[src/rtl/uart_rx_byte.sv]
// rtl/uart_rx_byte.sv - 8N1 UART receiver with mid-bit sampling and one-cycle byte/frame-error strobes
module uart_rx_byte #(
  parameter int CLKS_PER_BIT = 434,
  parameter int CNT_W        = 16
) (
  input  logic       Clock,
  input  logic       rst_n,
  input  logic       uart_rxd,
  output logic       uart_rw,
  output logic [7:0] uart_in,
  output logic       frame_err,
  output logic       busy
);

  typedef enum logic [2:0] {
    IDLE      = 3'd0,
    START     = 3'd1,
    DATA      = 3'd2,
    STOP      = 3'd3,
    WAIT_IDLE = 3'd4
  } state_t;

  localparam logic [CNT_W-1:0] HALF_LAST = CNT_W'(CLKS_PER_BIT / 2 - 1);
  localparam logic [CNT_W-1:0] BIT_LAST  = CNT_W'(CLKS_PER_BIT - 1);

  logic             rx_meta;
  logic             rxs;
  state_t           state;
  state_t           state_nxt;
  logic [CNT_W-1:0] cnt;
  logic [2:0]       bit_idx;
  logic [7:0]       shreg;
  logic             half_done;
  logic             bit_done;

  // Both stages reset high so a reset never looks like a start bit.
  always_ff @(posedge Clock or negedge rst_n) begin
    if (!rst_n) begin
      rx_meta <= 1'b1;
      rxs     <= 1'b1;
    end else begin
      rx_meta <= uart_rxd;
      rxs     <= rx_meta;
    end
  end

  assign half_done = (cnt == HALF_LAST);
  assign bit_done  = (cnt == BIT_LAST);

  always_ff @(posedge Clock or negedge rst_n) begin
    if (!rst_n) begin
      state <= IDLE;
    end else begin
      state <= state_nxt;
    end
  end

  always_comb begin
    state_nxt = state;
    case (state)
      IDLE: begin
        if (!rxs) state_nxt = START;
      end
      START: begin
        if (half_done) state_nxt = rxs ? IDLE : DATA;
      end
      DATA: begin
        if (bit_done && (bit_idx == 3'd7)) state_nxt = STOP;
      end
      // Leaving at the stop-bit midpoint leaves half a bit to catch a back-to-back start.
      STOP: begin
        if (bit_done) state_nxt = rxs ? IDLE : WAIT_IDLE;
      end
      WAIT_IDLE: begin
        if (rxs) state_nxt = IDLE;
      end
      default: state_nxt = IDLE;
    endcase
  end

  always_comb begin
    busy = (state != IDLE);
  end

  always_ff @(posedge Clock or negedge rst_n) begin
    if (!rst_n) begin
      cnt       <= '0;
      bit_idx   <= 3'd0;
      shreg     <= 8'h00;
      uart_in   <= 8'h00;
      uart_rw   <= 1'b0;
      frame_err <= 1'b0;
    end else begin
      uart_rw   <= 1'b0;
      frame_err <= 1'b0;
      case (state)
        IDLE: begin
          cnt <= '0;
        end
        START: begin
          if (half_done) begin
            cnt     <= '0;
            bit_idx <= 3'd0;
          end else begin
            cnt <= cnt + CNT_W'(1);
          end
        end
        DATA: begin
          if (bit_done) begin
            cnt     <= '0;
            shreg   <= {rxs, shreg[7:1]};
            bit_idx <= bit_idx + 3'd1;
          end else begin
            cnt <= cnt + CNT_W'(1);
          end
        end
        STOP: begin
          if (bit_done) begin
            cnt <= '0;
            if (rxs) begin
              uart_in <= shreg;
              uart_rw <= 1'b1;
            end else begin
              frame_err <= 1'b1;
            end
          end else begin
            cnt <= cnt + CNT_W'(1);
          end
        end
        default: begin
          cnt <= '0;
        end
      endcase
    end
  end

endmodule

[config.mk]
export PLATFORM = sky130hd
export DESIGN_NAME = uart_rx_byte
export DESIGN_NICKNAME = d
export VERILOG_FILES = /design/src/rtl/uart_rx_byte.sv
export SDC_FILE = /design/constraint.sdc
export NUM_CORES = 1
export LEC_CHECK = 0
export CORE_ASPECT_RATIO = 0.5
export CORE_MARGIN = 1
export CORE_UTILIZATION = 55
export CTS_BUF_LIST = sky130_fd_sc_hd__clkbuf_16
export DETAILED_ROUTE_END_ITERATION = 7
export PLACE_DENSITY = 0.75
export SYNTH_ARGS = -nofsm -noshare
export SYNTH_HDL_FRONTEND = slang
export SYNTH_SLANG_ARGS = --single-unit
[constraint.sdc]
create_clock -name Clock -period 2.3 [get_ports Clock]
set_input_delay 0.46 -clock Clock [delete_from_list [all_inputs] [get_ports Clock]]
set_output_delay 0.46 -clock Clock [all_outputs]
set_load 0.01 [all_outputs]
======== Word-level counts from Yosys, hierarchy flattened ========
Index checks and enable logic that the tools add are counted.
cells by class
  add/sub/neg operators ................... 2
  equality and inequality tests ........... 13
  muxes and demuxes ....................... 20
  reductions and logical operators ........ 9
operators with widths
  kind                                             count
  2-to-1 mux 16 bit                                2
  one-hot mux 16 bit (2 select lines)              1
  2-to-1 mux 3 bit                                 8
  adder 16 x 1 -> 16 bit (second input constant)   1
  == test 16 x 8 -> 1 bit (second input constant)  1
  == test 16 x 9 -> 1 bit (second input constant)  1
  one-hot mux 3 bit (5 select lines)               1
  != test 2 bit (second input constant)            6
  == test 3 x 2 -> 1 bit (second input constant)   2
  == test 3 bit (second input constant)            2
  2-to-1 mux 1 bit                                 6
  one-hot mux 3 bit (2 select lines)               1
  AND reduction 3 bit                              2
  AND reduction 5 bit                              1
  adder 3 x 1 -> 3 bit (second input constant)     1
  == test 3 x 1 -> 1 bit (second input constant)   1
  logical NOT 3 bit                                1
  nonzero test 3 bit                               1
  2-to-1 mux 2 bit                                 1
  AND reduction 2 bit                              1
  nonzero test 2 bit                               1
  OR reduction 2 bit                               1
  logical AND 1 bit                                1
storage, ports and cells
  bits in registers ....................... 42
  bits of input ports ..................... 3
  output and inout port bits .............. 11
  logic and storage cells ................. 53

======== Depth between registers and ports, before layout ========
Gate-level depths: netlist of run 1.
  word-level depth ........................ 4
  mapped depth ............................ 7

======== Worst setup path before layout of run 1 ========
Ideal clock, no wire load.
  kind .................................... register -> register
  start ................................... reg cnt[0]
  end ..................................... reg state[0]
  setup time .............................. 0.128 ns
  data arrival time ....................... 1.676 ns
  data required time ...................... 2.172 ns
  setup slack ............................. 0.496 ns
  cell stages (with the launch flop) ...... 7
  path buffers ............................ 0
  period minus slack after synthesis ...... 1.804 ns
  cell sequence ........................... dfrtp_1 inv_1 ha_1 nor4bb_1 nand4_1 a22oi_4 mux2_1
between the ends
  word-level cells in the longest chain between the ends .. 4
  elaborated cells on any way between the ends .. 7
  classes of those cells .................. eq/ne (5); reduce/logical (2)
RTL lines
  element                                   line  RTL
  from (decl)                               30    logic [CNT_W-1:0] cnt;
  from (signal assigned)                    105   cnt <= cnt + CNT_W'(1);
  from (signal assigned)                    114   cnt <= cnt + CNT_W'(1);
  from (signal assigned)                    127   cnt <= cnt + CNT_W'(1);
  == test 16 x 9 -> 1 bit                   48    assign bit_done = (cnt == BIT_LAST);
  logical AND 1 bit                         68    if (bit_done && (bit_idx == 3'd7)) state_nxt = STOP;
  != test 2 bit (no source line)            --
  AND reduction 5 bit (no source line) (*)  --
  to (signal assigned)                      54    state <= state_nxt;
  to (decl)                                 28    state_t state;
Every way passes the cells marked *; elsewhere a longest branch is shown, timed or not.
A chain may end at the register's enable or synchronous reset.

======== Worst setup path after layout of run 1 ========
  start ................................... reg state[1]
  end ..................................... out busy
between the ends
  word-level cells in the longest chain between the ends .. 1
RTL lines
  element             line  RTL
  nonzero test 3 bit  82    busy = (state != IDLE);
  to (decl)           12    output logic busy
Every way passes these cells.

==> results.tsv, run 1 <==
stage	metric	value	unit
cts	cts_tree	yes	
synth	avgSynthCellArea	12.0	µm²
cts	cts.htree.levels	2	
worst_setup_path	crit_path_cell_trace	or3_1, clkdlybuf4s50_1	
global_route	grt_pass1_vias	1306	
synth	ys_ff_latch	42	
worst_setup_path	cp.arrival	1.62	ns
worst_setup_path	rrSetupSlack	0.22	ns
worst_setup_path	worstReg2RegStart	cnt[12]	
drt	wire_per_inst	14.9	µm
cts	cts_sinks	42	
status	status	complete, no violations	
sta	fmax	481	MHz
sta	slew_violations	0	
synth	syn_area	1990	µm²
drt	first_iter_violations	66	
synth	ys_types	35	
cts	cts_buffers	5	
synth	seq_area_frac_synth	53.0	%
cts	clk_pin_slew	0.07	ns
synth	synth_warnings	0	
finish	drive_gt1_share	21.3	%
drt	vias	1293	
cts	cts_root_buf	clkbuf_16	
sta	tightest_slew	0.378	ns
global_route	grt_max_degree	18	
synth	synth_edf_count	0	
global_route	grt_pass1_wl	6350	µm
sta	slew_headroom	74.6	%
sta	final.setup.worst_slack	0.220	ns
synth	yosys.area.top_type	dfrtp_1	
floorplanning	coreArea	3210	µm²
drt	first_pass_iters	4	
placement	placed_cells	228	
global_route	antenna_found_initial	0	
worst_setup_path	worstSetupStartpointType	flop	
worst_setup_path	worst-setup-path-type	reg2out	
worst_setup_path	reg2reg_to	uart_in[7]	
finish	antennaDiodeCount	0	
floorplanning	rows	14	
synth	post-synth-top-count-cell	dfrtp_1	
power	powerDensity	630	nW/µm²
floorplanning	die_y	44.5	µm
global_route	grt_overflow	0	
placement	place_congestion	0.845	
min_path	min_path_type	in2async	
synth	syn_inst	166	
drt	postRouteAntennaNets	0	
synth	ys_async_sr_fraction	100	%
floorplanning	die_w	87	µm
sta	finalCritPeriodShare	90.5	%
cts	clock_path_buffers	2	
placement	port-buffer-count	13	
placement	dp_slack	0.231	ns
floorplanning	die-area	3870	µm²
drt	wl	3510	µm
worst_setup_path	critPathRequiredTime	1.84	ns
drt	vias_per_cell	5.48	
sta	skew	0.00653	ns
finish	area.growth.synth_to_final	17.3	%
cts	clkLatencyLatePin	0.28	ns
finish	stdcell_count	236	
drt	post-route-drc-count	0	
global_route	grt_use_total	22.4	%
placement	dp.final_hpwl	2440	µm
sta	period_needed	2.08	ns
worst_setup_path	crit_path_max_incr_delay	0.49	ns
floorplanning	initial_utilization	62.0	%
worst_setup_path	r2r_cells	4	
power	p_leak	0.00106	µW
worst_setup_path	crit_path_end_kind	output port	
synth	synth_top_flop_cell	dfrtp_1	
sta	hold_viol_final	0	
synth	syn_nets	174	
worst_setup_path	crit_start	state[1]	
cts	cts_setup_buffers	0	
floorplanning	io_pins	14	
cts	hold_buffers	0	
finish	nNetsFinal	195	
sta	rsz0062_at_grt	false	
sta	setup_violations	0	
synth	synth_top_cell_area_share	50.4	%
power	ir_drop	317	µV
worst_setup_path	cp_max_fo	9	
sta	finalSetupTns	0	ns
job	drv_cap	0	
worst_setup_path	critPathSlowestCell	clkdlybuf4s50_1	
cts	cts.repair.resized	0	
synth	synthTopCellsByArea	dfrtp_1 (50%), mux2_4 (6.0%), mux2_2 (4.5%)	
synth	synthTopCellsByCount	dfrtp_1 (40), nor2_1 (20), nand4_1 (9)	
[cells in the final DEF, fill, tap and decap left out, types with 2 or more instances in the layout]
cell type / Yosys / layout
nor3_1: 5 / 5
dfrtp_1: 40 / 40
nand2_1: 6 / 6
nor4_1: 3 / 3
nand3_1: 5 / 5
a21oi_1: 4 / 4
or3_1: 3 / 3
mux2_4: 8 / 8
ha_1: 5 / 5
clkdlybuf4s50_1: 0 / 12
dfstp_2: 2 / 2
xnor2_1: 7 / 7
nor4_2: 2 / 2
clkbuf_16: 0 / 5
nand4_1: 9 / 9
nor2b_1: 2 / 2
inv_1: 4 / 4
buf_4: 1 / 5
o21ai_0: 7 / 7
and4_1: 2 / 2
and3_1: 3 / 3
xor2_1: 6 / 6
mux2_2: 8 / 8
nor2_1: 20 / 20
[how the worst max path moves through the flow]
stage	end	slack (ns)	depth (start not counted)
final	busy	0.22	2
after global routing	uart_in[0]	0.1	4
after CTS	uart_in[2]	0.21	4
after detailed placement	uart_in[2]	0.23	4
after global placement	uart_in[7]	0.28	4
after floorplan	state[0]	0.50	6
[critical path: cells and delay by family, from the launching register on]
family                 cells  cell delay [ns]
AND/OR/NAND/NOR            1             0.40
flip-flops                 1             0.45
buffers and inverters      1             0.49
[sequential cells by signal (all words and copies together), names as in the netlist]
register and cells:
state 3, bit_idx 3, shreg 8, cnt 16
rxs 1, frame_err 1, uart_in 8, uart_rw 1
rx_meta 1
[kinds of logic (layout without fill, tap and decap cells)]
| logic type | Yosys count | in the layout | synth area share, % |
|---|---|---|---|
| fa+ha+maj | 5 | 5 | 3.15 |
| xor+xnor | 13 | 13 | 5.73 |
| simple gates | 68 | 68 | 20.5 |
| mux | 17 | 17 | 11.1 |
| compound gates | 13 | 13 | 4.28 |
| buf+inv | 8 | 30 | 2.20 |
| flops | 42 | 42 | 53.0 |
[routing by layer]
metal / wire length, µm / GRT usage [%] / vias up / share of wire [%]
met4: 17 / 6.00 / 0 / 0.48
met5: 0 / 0 / - / 0
met3: 111 / 6.72 / 2 / 3.2
li1: - / - / 639 / -
met2: 1610 / 36.5 / 19 / 46
met1: 1770 / 29.8 / 633 / 50
[through the flow]
step / hold WS [ns] / utilization (%) / area (µm²) / total power [µW]
floorplan: 0.164 / - / 1990 / 759
global placement: 0.334 / 68.0 / 2180 / 778
detailed placement: 0.339 / 68.0 / 2180 / 780
CTS: 0.0351 / 72.7 / 2330 / 1490
global route: 0.0377 / 72.7 / 2330 / 1530
finish: 0.0330 / 72.7 / 2330 / 1470
[final cells by class]
cell class                      count  area (µm²)
Timing Repair Buffer               18         163
Sequential cell                    42        1050
Fill cell                         231         875
Tap cell                           48        60.1
Clock inverter                      3        25.0
Inverter                            4        15.0
Multi-Input combinational cell    116         890
Clock buffer                        5         125
[power by group]
group / switching (µW) / internal (µW)
sequential: 2.43 / 742
clock: 297 / 407
combinational: 15.1 / 4.94
Power figures use the tool's default switching activity.
==> inputs of run 2 (changes only) <==
Settings changed: CORE_ASPECT_RATIO 0.5 to 1.2, CORE_UTILIZATION 55 to 45, PLACE_DENSITY 0.75 to default.
==> results.tsv, run 2 (synthesis results as in run 1) <==
stage	metric	value	unit	change
status	status	complete, no violations		
sta	slew_headroom	57.8	%	-17 points
finish	final_common_cell	dfrtp_1		
finish	antennaDiodeCount	0		unchanged
power	powerDensity	651	nW/µm²	+3.3%
worst_setup_path	cp.arrival	2.21	ns	+0.59 ns
finish	area.growth.synth_to_final	18.6	%	
floorplanning	initial_utilization	46.6	%	-15 points
global_route	antenna_found_initial	0		unchanged
worst_setup_path	crit_path_end_kind	flop		
finish	mostFrequentLayoutCells	dfrtp_1 (40), nor2_1 (20), clkdlybuf4s50_1 (12)		
cts	cts.htree.levels	2		unchanged
finish	stdcell_count	244		+3.4%
global_route	grt_pass1_wl	6380	µm	+0.44%
global_route	grt_use_total	17.3	%	-5.1 points
finish	top_regs	cnt (16), shreg (8), uart_in (8)		
cts	hold_buffers	0		unchanged
power	p_leak	0.00107	µW	+1.2%
floorplanning	die-area	4690	µm²	+21%
finish	final_area	2360	µm²	+1.1%
placement	port-buffer-count	13		unchanged
finish	drive_gt1_share	21.3	%	unchanged
cts	clkLatencyLatePin	0.27	ns	about the same
drt	first_pass_iters	4		unchanged
power	internal_power	1250	µW	+8.7%
finish	largest_reg_flops	16		unchanged
min_path	min_path_type	in2async		
worst_setup_path	worst-setup-path-type	reg2reg		
drt	vias	1336		+3.3%
power	ir_drop	329	µV	+3.6%
sta	period_needed	2.06	ns	-0.0226 ns
drt	post-route-drc-count	0		unchanged
sta	fmax	486	MHz	+1.1%
worst_setup_path	critPathRequiredTime	2.45	ns	+0.61 ns
worst_setup_path	worstReg2RegStart	cnt[12]		
global_route	grt_max_degree	31		+13
placement	detailed_place.area	2190	µm²	+0.46%
power	p_switching	279	µW	-11%
floorplanning	die_y	74.8	µm	+68%
sta	tightest_slew	0.633	ns	+0.255 ns
placement	dp.final_hpwl	2460	µm	+0.88%
power	swShare	18.2	%	-3.2 points
power	clkPwrFrac	50.2	%	+2.2 points
cts	clk_pin_slew	0.06	ns	about the same
drt	postRouteAntennaNets	0		unchanged
power	power_frac_seq	48.6	%	-2.1 points
job	drv_cap	0		unchanged
floorplanning	coreArea	4260	µm²	+33%
power	combinationalPowerShare	1.3	%	about the same
finish	nNetsFinal	195		unchanged
placement	place_congestion	0.806		-4.6%
sta	skew	0.00687	ns	+0.000339 ns
placement	placed_cells	236		+3.5%
drt	first_iter_violations	35		-47%
floorplanning	die_w	62.7	µm	-28%
worst_setup_path	critPathSlowestCell	dfrtp_1		
drt	wl	3420	µm	-2.5%
floorplanning	rows	26		+12
global_route	grt_overflow	0		unchanged
cts	cts_setup_buffers	0		unchanged
worst_setup_path	crit_start	cnt[12]		
worst_setup_path	crit_path_max_incr_delay	0.45	ns	-0.04 ns
cts	cts.repair.resized	0		unchanged
sta	slew_violations	0		unchanged
cts	cts_buffers	5		unchanged
cts	cts_root_buf	clkbuf_16		
global_route	grt_pass1_vias	1377		+5.4%
cts	cts_tree	yes		
drt	wire_per_inst	14.0	µm	-5.7%
sta	hold_viol_final	0		unchanged
worst_setup_path	crit_path_cell_trace	nor4_2, and4_1, nand4_4, mux2_4		
floorplanning	io_pins	14		unchanged
cts	clock_path_buffers	2		unchanged
sta	finalCritPeriodShare	89.5	%	-0.98 points
sta	setup_violations	0		unchanged
sta	finalSetupTns	0	ns	unchanged
worst_setup_path	cp_max_fo	8		-1
worst_setup_path	worstSetupStartpointType	flop		
drt	vias_per_cell	5.48		about the same
finish	n_fill_cell	367		+59%
finish	regMostFlops	cnt		
cts	cts_sinks	42		unchanged
sta	rsz0062_at_grt	false		
power	fin_total_pwr	1530	µW	+4.4%
## run 2: cell count changes in the layout (fill, tap and decap cells not counted)
cell | previous run | this run
bufinv_16 | 0 | 1
clkinv_2 | 0 | 2
clkinv_4 | 1 | 0
clkinvlp_4 | 1 | 0
inv_6 | 1 | 0
## run 2: layout make-up
| cell class | instances | area [µm²] | area share (%) |
|---|---|---|---|
| Sequential cell | 42 | 1050 | 44.7 |
| Tap cell | 56 | 70.1 | 2.97 |
| Multi-Input combinational cell | 116 | 890 | 37.8 |
| Inverter | 4 | 15.0 | 0.637 |
| Clock inverter | 3 | 40.0 | 1.70 |
| Timing Repair Buffer | 18 | 163 | 6.90 |
| Clock buffer | 5 | 125 | 5.31 |
## run 2: worst max-delay path: cells and delay by family (launching register included)
family,cells,cell delay (ns)
muxes,1,0.36
DFF,1,0.45
and+or+nand+nor,3,1.14
## run 2: final timing paths
check / slack [ns] / depth (start not counted) / endpoint
worst max-delay path: 0.24 / 4 / uart_in[7]
worst min-delay path: 0.20 / 1 / state[1]
worst max register to register: 0.24 / 4 / uart_in[7]
worst min register to register: 0.36 / 0 / rxs
max in group asynchronous: 1.54 / 2 / cnt[5]
min in group Clock: 0.36 / 0 / rxs
## run 2: through the flow
step | setup WS (ns) | utilization, % | hold WS [ns]
final | 0.242 | 55.3 | 0.205
after global routing | 0.152 | 55.3 | 0.261
after CTS | 0.250 | 55.3 | 0.230
after detailed placement | 0.275 | 51.4 | 0.348
after global placement | 0.292 | 51.4 | 0.346
after floorplan | 0.496 | - | 0.164
## run 2: metal layers
| metal | share of wire (%) | global-route usage [%] |
|---|---|---|
| met1 | 44 | 20.5 |
| met2 | 53 | 31.3 |
| met3 | 2.1 | 3.64 |
| met4 | 0.50 | 6.98 |
| met5 | 0 | 0 |
## run 2: power groups by stage
stage / clock, µW / combinational (µW) / sequential, µW
6_report: 769 / 19.5 / 745
5_1_grt: 821 / 23.8 / 744
4_1_cts: 790 / 20.9 / 745
3_5_place_dp: 0 / 20.8 / 758
3_3_place_gp: 0 / 20.4 / 758
2_1_floorplan: 0 / 1.17 / 758
